<file path="config.mk">
export PLATFORM = sky130hd
export DESIGN_NAME = wb_mem_burst_master
export DESIGN_NICKNAME = d
export VERILOG_FILES = /design/src/rtl/wb_mem_pkg.sv /design/src/rtl/wb_ack_timeout.sv /design/src/rtl/wb_mem_burst_master.sv
export SDC_FILE = /design/constraint.sdc
export NUM_CORES = 1
export LEC_CHECK = 0
export BUFFER_PORTS_ARGS = -buffer_cell sky130_fd_sc_hd__buf_2
export CAP_MARGIN = 20
export CELL_PAD_IN_SITES_DETAIL_PLACEMENT = 1
export CELL_PAD_IN_SITES_GLOBAL_PLACEMENT = 2
export CORE_AREA = 5 5 148 150
export CTS_BUF_LIST = sky130_fd_sc_hd__clkbuf_2 sky130_fd_sc_hd__clkbuf_4 sky130_fd_sc_hd__clkbuf_8
export DETAILED_ROUTE_END_ITERATION = 10
export DIE_AREA = 0 0 153 155
export PLACE_DENSITY_LB_ADDON = 0.3
export RECOVER_POWER = 25
export SLEW_MARGIN = 10
export SYNTH_ARGS = -nofsm -noshare
export SYNTH_HDL_FRONTEND = slang
export SYNTH_SLANG_ARGS = --single-unit
export TNS_END_PERCENT = 10
</file>
<file path="constraint.sdc">
create_clock -name clk -period 4.3 [get_ports clk]
set_input_delay 0.215 -clock clk [delete_from_list [all_inputs] [get_ports clk]]
set_output_delay 0.215 -clock clk [all_outputs]
set_load 0.02 [all_outputs]
</file>
<file path="src/rtl/wb_mem_pkg.sv">
// Shared definitions for the Wishbone memory burst master: state encoding,
// byte-select constant and the default ack timeout.
package wb_mem_pkg;

    typedef enum logic [2:0] {
        ST_IDLE     = 3'd0,
        ST_WR_FETCH = 3'd1,
        ST_WR_BUS   = 3'd2,
        ST_RD_BUS   = 3'd3,
        ST_RD_HOLD  = 3'd4,
        ST_FINISH   = 3'd5
    } wb_state_e;

    localparam logic [3:0] WB_SEL_ALL        = 4'hF;
    localparam int         WB_TIMEOUT_CYCLES = 255;

    // States in which stb is asserted and an ack is awaited.
    function automatic logic is_bus_state(input wb_state_e s);
        return (s == ST_WR_BUS) || (s == ST_RD_BUS);
    endfunction

endpackage

</file>
<file path="src/rtl/wb_ack_timeout.sv">
// Loadable down-counter with an expiry flag; expiry is reported on the
// cycle the counter sits at zero while enabled.
module wb_ack_timeout #(
    parameter int CNT_WIDTH = 8
) (
    input  logic                 clk,
    input  logic                 rst,
    input  logic                 i_load,
    input  logic [CNT_WIDTH-1:0] i_load_val,
    input  logic                 i_en,
    output logic                 o_expired
);

    logic [CNT_WIDTH-1:0] r_cnt;

    // Down-counter: load has priority, saturates at zero.
    always_ff @(posedge clk) begin
        if (!rst) begin
            r_cnt <= {CNT_WIDTH{1'b0}};
        end else if (i_load) begin
            r_cnt <= i_load_val;
        end else if (i_en && (r_cnt != {CNT_WIDTH{1'b0}})) begin
            r_cnt <= r_cnt - {{(CNT_WIDTH-1){1'b0}}, 1'b1};
        end else begin
            r_cnt <= r_cnt;
        end
    end

    assign o_expired = i_en & (r_cnt == {CNT_WIDTH{1'b0}});

endmodule

</file>
<file path="src/rtl/wb_mem_burst_master.sv">
// Wishbone burst initiator: reads or writes a run of consecutive words.
// Optional ack timeout enabled by defining WB_MEM_BURST_TIMEOUT_EN.
module wb_mem_burst_master
    import wb_mem_pkg::*;
#(
    parameter logic [31:0] ADDR_INC       = 32'd1,
    parameter int          COUNT_WIDTH    = 24,
    parameter int          TIMEOUT_CYCLES = WB_TIMEOUT_CYCLES
) (
    input  logic                   clk,
    input  logic                   rst,
    input  logic                   i_cmd_stb,
    output logic                   o_cmd_rdy,
    input  logic                   i_cmd_we,
    input  logic [31:0]            i_cmd_adr,
    input  logic [COUNT_WIDTH-1:0] i_cmd_count,
    input  logic                   i_wr_stb,
    input  logic [31:0]            i_wr_dat,
    output logic                   o_wr_rdy,
    output logic                   o_rd_stb,
    output logic [31:0]            o_rd_dat,
    input  logic                   i_rd_rdy,
    output logic                   o_busy,
    output logic                   o_done,
    output logic                   o_err,
    output logic                   o_mem_we,
    output logic                   o_mem_stb,
    output logic                   o_mem_cyc,
    output logic [3:0]             o_mem_sel,
    output logic [31:0]            o_mem_adr,
    output logic [31:0]            o_mem_dat,
    input  logic [31:0]            i_mem_dat,
    input  logic                   i_mem_ack,
    input  logic                   i_mem_int,
    output logic                   o_int
);

    wb_state_e r_state;
    wb_state_e w_state_nxt;

    logic [31:0]            r_adr;
    logic [COUNT_WIDTH-1:0] r_cnt;
    logic [31:0]            r_wdat;
    logic [31:0]            r_rdat;
    logic                   r_cmd_rdy;
    logic                   r_busy;
    logic                   r_done;
    logic                   r_cyc;
    logic                   r_stb;
    logic                   r_we;
    logic                   r_rd_stb;
    logic                   r_int;

    logic w_cmd_acc;
    logic w_wr_take;
    logic w_wr_ack;
    logic w_rd_ack;
    logic w_rd_pop;
    logic w_last;
    logic w_expired;

    assign w_cmd_acc = i_cmd_stb & r_cmd_rdy;
    assign w_wr_take = (r_state == ST_WR_FETCH) & i_wr_stb;
    assign w_wr_ack  = (r_state == ST_WR_BUS) & i_mem_ack;
    assign w_rd_ack  = (r_state == ST_RD_BUS) & i_mem_ack;
    assign w_rd_pop  = (r_state == ST_RD_HOLD) & i_rd_rdy;
    assign w_last    = (r_cnt == {{(COUNT_WIDTH-1){1'b0}}, 1'b1});

`ifdef WB_MEM_BURST_TIMEOUT_EN
    localparam int                TO_W    = $clog2(TIMEOUT_CYCLES + 1);
    localparam logic [TO_W-1:0]   TO_LOAD = TO_W'(TIMEOUT_CYCLES - 1);

    logic r_err;

    // Reloaded whenever no ack is pending, so each bus phase gets a full budget.
    wb_ack_timeout #(
        .CNT_WIDTH (TO_W)
    ) u_ack_timeout (
        .clk        (clk),
        .rst        (rst),
        .i_load     (~is_bus_state(r_state)),
        .i_load_val (TO_LOAD),
        .i_en       (is_bus_state(r_state)),
        .o_expired  (w_expired)
    );

    // Sticky timeout flag, cleared by the next accepted command.
    always_ff @(posedge clk) begin
        if (!rst) begin
            r_err <= 1'b0;
        end else if (w_cmd_acc) begin
            r_err <= 1'b0;
        end else if (w_expired && !i_mem_ack) begin
            r_err <= 1'b1;
        end else begin
            r_err <= r_err;
        end
    end

    assign o_err = r_err;
`else
    assign w_expired = 1'b0;
    assign o_err     = 1'b0;
`endif

    // State register.
    always_ff @(posedge clk) begin
        if (!rst) begin
            r_state <= ST_IDLE;
        end else begin
            r_state <= w_state_nxt;
        end
    end

    // Next-state logic; an ack arriving on the expiry cycle still completes the word.
    always_comb begin
        w_state_nxt = r_state;
        case (r_state)
            ST_IDLE: begin
                if (!w_cmd_acc) begin
                    w_state_nxt = ST_IDLE;
                end else if (i_cmd_count == {COUNT_WIDTH{1'b0}}) begin
                    w_state_nxt = ST_FINISH;
                end else if (i_cmd_we) begin
                    w_state_nxt = ST_WR_FETCH;
                end else begin
                    w_state_nxt = ST_RD_BUS;
                end
            end
            ST_WR_FETCH: begin
                if (i_wr_stb) begin
                    w_state_nxt = ST_WR_BUS;
                end else begin
                    w_state_nxt = ST_WR_FETCH;
                end
            end
            ST_WR_BUS: begin
                if (i_mem_ack) begin
                    w_state_nxt = w_last ? ST_FINISH : ST_WR_FETCH;
                end else if (w_expired) begin
                    w_state_nxt = ST_FINISH;
                end else begin
                    w_state_nxt = ST_WR_BUS;
                end
            end
            ST_RD_BUS: begin
                if (i_mem_ack) begin
                    w_state_nxt = ST_RD_HOLD;
                end else if (w_expired) begin
                    w_state_nxt = ST_FINISH;
                end else begin
                    w_state_nxt = ST_RD_BUS;
                end
            end
            ST_RD_HOLD: begin
                if (i_rd_rdy) begin
                    w_state_nxt = w_last ? ST_FINISH : ST_RD_BUS;
                end else begin
                    w_state_nxt = ST_RD_HOLD;
                end
            end
            ST_FINISH: begin
                w_state_nxt = ST_IDLE;
            end
            default: begin
                w_state_nxt = ST_IDLE;
            end
        endcase
    end

    // Datapath and bus controls, registered from the next state so outputs are glitch-free.
    always_ff @(posedge clk) begin
        if (!rst) begin
            r_adr     <= 32'd0;
            r_cnt     <= {COUNT_WIDTH{1'b0}};
            r_wdat    <= 32'd0;
            r_rdat    <= 32'd0;
            r_cmd_rdy <= 1'b1;
            r_busy    <= 1'b0;
            r_done    <= 1'b0;
            r_cyc     <= 1'b0;
            r_stb     <= 1'b0;
            r_we      <= 1'b0;
            r_rd_stb  <= 1'b0;
            r_int     <= 1'b0;
        end else begin
            if (w_cmd_acc) begin
                r_adr <= i_cmd_adr;
                r_cnt <= i_cmd_count;
            end else if (w_wr_ack || w_rd_pop) begin
                r_adr <= r_adr + ADDR_INC;
                r_cnt <= r_cnt - {{(COUNT_WIDTH-1){1'b0}}, 1'b1};
            end else begin
                r_adr <= r_adr;
                r_cnt <= r_cnt;
            end

            r_wdat <= w_wr_take ? i_wr_dat : r_wdat;
            r_rdat <= w_rd_ack ? i_mem_dat : r_rdat;

            if (w_cmd_acc) begin
                r_busy <= 1'b1;
            end else if (r_state == ST_FINISH) begin
                r_busy <= 1'b0;
            end else begin
                r_busy <= r_busy;
            end

            // Ready returns one cycle after the done pulse.
            r_cmd_rdy <= (w_state_nxt == ST_IDLE) && (r_state != ST_FINISH);
            r_done    <= (r_state == ST_FINISH);
            r_cyc     <= (w_state_nxt == ST_WR_FETCH) || (w_state_nxt == ST_WR_BUS) ||
                         (w_state_nxt == ST_RD_BUS)   || (w_state_nxt == ST_RD_HOLD);
            r_stb     <= is_bus_state(w_state_nxt);
            r_we      <= (w_state_nxt == ST_WR_BUS);
            r_rd_stb  <= (w_state_nxt == ST_RD_HOLD);
            r_int     <= i_mem_int;
        end
    end

    assign o_cmd_rdy = r_cmd_rdy;
    assign o_wr_rdy  = w_wr_take;
    assign o_rd_stb  = r_rd_stb;
    assign o_rd_dat  = r_rdat;
    assign o_busy    = r_busy;
    assign o_done    = r_done;
    assign o_mem_we  = r_we;
    assign o_mem_stb = r_stb;
    assign o_mem_cyc = r_cyc;
    assign o_mem_sel = WB_SEL_ALL;
    assign o_mem_adr = r_adr;
    assign o_mem_dat = r_wdat;
    assign o_int     = r_int;

endmodule
</file>
==> results of run 1 <==
==> cell families after synthesis <==
logic type,after synthesis,synth area share [%]
flops,131,45.26
other cells,2,0.1296
fa+ha+maj,3,0.6479
simple gates,269,22.80
buf+inv,66,4.837
compound gates,198,18.31
xor+xnor,53,8.011
==> power by group through the flow <==
stage               logic [mW]  registers, mW  clock network [mW]
global route             0.712           1.43                1.29
global placement         0.609           1.44                   0
CTS                      0.660           1.42                1.24
floorplan                0.321           1.50                   0
finish                   0.645           1.42                1.19
detailed placement       0.610           1.44                   0
==> cells in the final DEF (no fill, tap or decap), drive strengths merged, types with 2 or more instances in the layout <==
master and count:
diode 3, clkinv 4, and3 3, clkbuf 75
nand3 15, a211oi 5, dfxtp 131, and2 2
nor4 27, nor3 20, ha 3, and4 5
a311oi 2, dlygate4sd3 65, nor2 24, bufinv 4
inv 15, xor2 8, nand2b 4, o2111ai 2
a21oi 119, o21ai 56, or4 4, nand4 6
or2 3, o21a 2, and4bb 2, or3 6
buf 183, xnor2 45, conb 5, a31oi 3
nand2 142, nand3b 2
==> layer usage <==
layer	vias up	wire length, um	part of all wire [%]	global-route usage, %
li1	3034	-	-	-
met1	2818	8867	44	20.32
met2	167	9589	47	27.67
met3	31	1374	6.7	5.647
met4	4	505	2.5	6.534
met5	-	21	0.10	0
==> path summary, 6_finish.rpt <==
path                        end  slack [ps]          start  cells after the start
hold reg to reg   o_mem_dat[16]         450  o_mem_dat[16]                      2
setup reg to reg       r_cnt[5]        2020     r_state[0]                      5
hold / removal    o_mem_adr[13]          50  i_cmd_adr[13]                      3
setup / recovery       o_wr_rdy        1570     r_state[0]                      4
==> sequential cells by signal (all words and copies together), names as in the netlist <==
signal	count
o_busy	1
o_mem_stb	1
o_mem_adr	32
o_mem_cyc	1
o_mem_dat	32
o_rd_stb	1
r_cnt	24
o_mem_we	1
o_done	1
r_state	3
o_int	1
o_cmd_rdy	1
o_rd_dat	32
==> worst max-delay path, stage by stage, from the launching register on <==
cell and delay (ps):
dfxtp_1 560, nand3_1 110, buf_4 270, inv_1 780, buf_2 310
==> cell type report <==
type | count | area [sq um] | area share, %
Sequential cell | 131 | 2623 | 32.10
Antenna cell | 3 | 7.507 | 0.09190
Multi-Input combinational cell | 528 | 2910 | 35.63
Inverter | 10 | 37.54 | 0.4595
Clock buffer | 18 | 247.7 | 3.033
Clock inverter | 14 | 198.9 | 2.435
Tap cell | 275 | 344.1 | 4.212
Timing Repair Buffer | 305 | 1800 | 22.04
==> what timing repair did <==
action / 4_1_cts / 5_1_grt
hold buffers: 65 / 0
resized for setup: 0 / 0
hold endpoints to repair: 65 / 0
setup buffers: 0 / 0
==> stage by stage <==
step / cell area (sq um) / instances / setup slack (ps)
2_1_floorplan: 5806 / 725 / 2327
3_3_place_gp: 7136 / 1184 / 1992
3_5_place_dp: 7136 / 1184 / 1971
4_1_cts: 8233 / 1281 / 1478
5_1_grt: 8169 / 1284 / 1299
6_report: 8169 / 1284 / 1573
==> summary.txt, run 1 <==
Die
  • IO Pins: approximately 240
  • Core area: 20560 sq um
  • Die X: around 150 um
  • Initial Utilization: about 28%
  • Die ar.: approximately 24000 sq um
  • Row count: 53
  • Die height: ~160 um

Power and ir drop
  • Combinational Power Share: 19.9%
  • Internal: 2.230 mW
  • Leak Pwr: 3.066 nW
  • Seq pwr share: between 40% and 50%
  • Psw: between 1 and 1.5 mW
  • Total chip power: around 3.2 mW
  • Clock network fraction of total power: roughly 37%
  • Cell Pwr Density: 397.7 nW/um^2
  • Switching power share of the total: between 30% and 40%
  • Peak supply drop: between 0.15 and 0.2 mV

Drt
  • Drt drc: 0
  • Final ANT Viol Nets: 0
  • DR WL/cell: ~16 um
  • Vias/cell: approximately 4.7
  • Via count: 6054
  • Drt pass-1 iters: 4
  • DRT iter0 DRCs: between 200 and 250
  • WL final: just over 20 mm

Global route
  • Largest net degree at the start of global routing: 71
  • Initial antenna violation count: 5
  • Total track usage: between 10% and 20%
  • Vias in the first global route: approximately 6300
  • First-pass GRT wire length: 32.50 mm
  • GR Overflow Total: 0

Synthesis
  • Yosys top cell by area: dfxtp_1
  • Synthesized instance count: 722
  • Seq/Total Area, Yosys: approximately 45%
  • Area share of the leading cell type in the synthesized netlist: a little under half
  • Netlist Area Pre-Place: a little under 6000 sq um
  • Syn Area/Cell: around 8.0 sq um
  • Dominant cells by area after synthesis: dfxtp_1, a21oi_1, nand2_1, xnor2_1, o21ai_0
  • Post-synth top cells: nand2_1, dfxtp_1, a21oi_1, o21ai_0, xnor2_1
  • Post-synth ARST share: 0%
  • Synth cell types: between 50 and 60
  • EDFF count, synth: 0
  • Syn. warnings: 0
  • Top-count cell post-synth: nand2_1
  • Top FF cell, synth: dfxtp_1
  • Synth Register Bits: between 100 and 150

Clock network
  • CTS root buf: clkbuf_8
  • Clk_lat worst skew: 450 ps
  • CTS Buf Count: 17
  • H-tree level count: 4
  • TritonCTS clock tree: done
  • CTS Sinks: roughly 130
  • Max Root-Sink Buffers: 2
  • Worst-path clk slew: 80 ps

Finish
  • Area delta synth->final: 40.98%
  • Final Core Density: between 30% and 40%
  • Final nets: around 1100
  • Layout cell share with drive strength beyond 1: about 23%
  • Fillcell total: ~2500

Setup path
  • Worst-path fanout max: 35
  • Worst EP arrival: between 2000 and 3000 ps
  • CP required: 4090 ps
  • Critical Path End Type: output port
  • Kind of critical path: reg2out
  • CP Launch Type: flip-flop

Run status
  • Failing checks: capacitance limit
  • Outcome: finished, violations left

STA
  • Final hold violations: 0
  • Worst hold slack: between 50 and 60 ps
  • Final min period: about 2700 ps
  • Final setup violation count: 0
  • RSZ-0062 raised after global routing: false
  • Worst Max-Slew Pin Slew: between 1000 and 1500 ps
  • Slew headroom: under 10%
  • Clock skew: between 15 and 20 ps
  • Peak Freq: approximately 370 MHz
  • Setup TNS: 0 ps
  • Final Cycle Share: between 60% and 70%
  • Max-slew violations: 0

Hold path
  • Hold/Removal Path Class: in2reg

Placement
  • Port bufs: between 200 and 250
  • GPL Wtd Cong: around 0.75
  • HPWL after detailed placement: about 14 mm

Flow run
  • Max cap viols: 1
(Power assumes the default switching activity.)
==> run 2: changes to the inputs <==
--- a/config.mk
+++ b/config.mk
@@ -9,10 +9,10 @@
 export CAP_MARGIN = 20
 export CELL_PAD_IN_SITES_DETAIL_PLACEMENT = 1
 export CELL_PAD_IN_SITES_GLOBAL_PLACEMENT = 2
-export CORE_AREA = 5 5 148 150
+export CORE_AREA = 5 5 162 164
 export CTS_BUF_LIST = sky130_fd_sc_hd__clkbuf_2 sky130_fd_sc_hd__clkbuf_4 sky130_fd_sc_hd__clkbuf_8
 export DETAILED_ROUTE_END_ITERATION = 10
-export DIE_AREA = 0 0 153 155
+export DIE_AREA = 0 0 167 169
 export PLACE_DENSITY_LB_ADDON = 0.3
 export RECOVER_POWER = 25
 export SLEW_MARGIN = 10
==> constraint.sdc (replaced) <==
create_clock -name clk -period 2.5 [get_ports clk]
set_input_delay 0.125 -clock clk [delete_from_list [all_inputs] [get_ports clk]]
set_output_delay 0.125 -clock clk [all_outputs]
set_load 0.02 [all_outputs]
==> summary.txt, run 2 (synthesized netlist as in run 1, its figures left out) <==
Run status
  • Outcome: completed

Finish
  • Commonest non-fill, non-tap cell in the layout: buf_2
  • Most frequent cells in the layout: buf_2, nand2_1, dfxtp_1
  • Register area: 2623 sq um (unchanged)
  • Final nets: 1177 (+4.7%)
  • Area delta synth->final: 50.85%
  • Area of the multi-input gates: 2910 sq um (unchanged)
  • Fillcell total: 3067 (+21%)
  • Layout cell share with drive strength beyond 1: 22.85% (-0.11 points)

Hold path
  • Hold Path Sink: r_cnt[0]
  • Hold Path Stages: 3 (unchanged)
  • Hold/Removal Path Class: in2reg
  • Hold path startpoint: i_cmd_count[0]

STA
  • Final min period: roughly 2100 ps
  • RSZ-0062 raised after global routing: false
  • Worst Max-Slew Pin Slew: 729.6 ps (-744.2 ps)
  • Final Cycle Share: roughly 84%
  • Clock skew: 13.05 ps (-3.649 ps)
  • Final setup violation count: 0 (unchanged)
  • Slew headroom: 51.36% (+50 points)
  • Setup TNS: 0 ps (unchanged)
  • Peak Freq: around 480 MHz
  • Final hold violations: 0 (unchanged)
  • Max-slew violations: 0 (unchanged)

Clock network
  • CTS Buf Count: 17 (unchanged)
  • H-tree level count: 4 (unchanged)
  • TritonCTS clock tree: done
  • CTS root buf: clkbuf_8
  • Clk_lat worst skew: 440 ps (about the same)
  • Worst-path clk slew: 70 ps (about the same)
  • Setup Fix Bufs, Post-CTS: 0 (unchanged)
  • Max Root-Sink Buffers: 2 (unchanged)
  • CTS Sinks: 131 (unchanged)

Global route
  • First-pass GRT wire length: 34.13 mm (+5.0%)
  • Largest net degree at the start of global routing: 78 (+9.9%)
  • GR Overflow Total: 0 (unchanged)
  • Total track usage: 14.77% (-2.0 points)
  • Initial antenna violation count: 2 (-3)
  • Vias in the first global route: 6436 (+2.7%)

Power and ir drop
  • Total chip power: 5.604 mW (+73%)
  • Peak supply drop: 0.2188 mV (+9.6%)
  • Cell Pwr Density: 641.2 nW/um^2 (+61%)
  • Leak Pwr: 3.288 nW (+7.3%)

Placement
  • GPL Wtd Cong: 0.7369 (-2.0%)
  • Port bufs: 232 (unchanged)
  • HPWL after detailed placement: 14.50 mm (+3.6%)

Drt
  • WL final: 21.26 mm (+4.4%)
  • Drt pass-1 iters: 4 (unchanged)
  • Final ANT Viol Nets: 0 (unchanged)
  • DRT iter0 DRCs: 288 (+39%)
  • Via count: 6139 (+1.4%)
  • Vias/cell: 4.413 (-6.4%)
  • Drt drc: 0 (unchanged)
  • DR WL/cell: 15.28 um (-3.6%)

Setup path
  • Worst r2r src: r_cnt[4]
  • Worst EP arrival: 2410 ps (-100 ps)
  • Worst-path fanout max: 10 (-71%)
  • R2r setup slk: 400 ps (-1620 ps)
  • R2R cell count: 5 (unchanged)
  • RR Endpoint: o_mem_cyc
  • Kind of critical path: reg2reg
  • CP required: 2800 ps (-1290 ps)
  • CP Launch Type: flip-flop
  • Critical Path End Type: flip-flop

Die
  • Row count: 58 (+9.4%)
  • Core area: 24750 sq um (+20%)
  • Die height: 169 um (+9.0%)
  • Die X: 167 um (+9.2%)
  • Die ar.: 28220 sq um (+19%)
  • IO Pins: 238 (unchanged)
  • Initial Utilization: 23.41% (-4.8 points)

Flow run
  • Max cap viols: 0 (-1)
[run 2: per-stage QoR]
step	std cells	util [%]	hold WS, ps	area [sq um]	setup slack [ps]
after floorplan	725	-	252.3	5806	526.8
after global placement	1249	29.47	337.6	7292	369.4
after detailed placement	1249	29.47	336.6	7292	353.5
after CTS	1389	35.59	2.647	8807	341.6
after global routing	1391	35.32	6.601	8741	147.2
final	1391	35.32	31.17	8741	396.2
[run 2: worst max-delay path by stage]
stage	start	endpoint	slack (ps)	cells past startpoint
floorplan	r_cnt[9]	r_cnt[19]	530	6
detailed placement	r_cnt[4]	o_mem_cyc	350	5
global placement	r_cnt[4]	o_mem_cyc	370	5
global route	r_cnt[4]	o_mem_cyc	150	5
finish	r_cnt[4]	o_mem_cyc	400	5
CTS	r_cnt[4]	o_mem_cyc	340	5
[run 2: power by group]
group | total (mW) | leakage (nW) | switching [mW] | internal (mW)
Sequential | 2.43 | 1.07 | 0.167 | 2.26
Combinational | 1.20 | 2.00 | 0.690 | 0.509
Clock | 1.98 | 0.220 | 0.891 | 1.08
[run 2: layout make-up]
| type | instances | share of cell area [%] |
|---|---|---|
| multi-input cells | 528 | 33.30 |
| repair buffers | 358 | 26.52 |
| diodes | 2 | 0.05726 |
| inverters | 10 | 0.4294 |
| clock buffers | 21 | 3.235 |
| flip-flops and latches | 131 | 30.00 |
| clock inverters | 11 | 1.732 |
| well taps | 330 | 4.724 |
[run 2: repair_timing]
item,4_1_cts,5_1_grt
endpoints found under the hold margin,107,0
hold buffers,108,0
resized for setup,0,0
endpoints found under the setup margin,0,0
[run 2: per-layer routing]
layer	routed length (um)	track usage (%)	share of wire, %
met1	9784	18.61	46
met2	10060	24.67	47
met3	1132	4.367	5.3
met4	281	4.127	1.3
met5	0	0	0
[run 2: critical path: stages, from the launching register on]
cell	delay (ps)
dfxtp_1	360
nor4_1	580
nand3b_2	390
nor4_1	460
a21o_1	130
a21oi_1	60
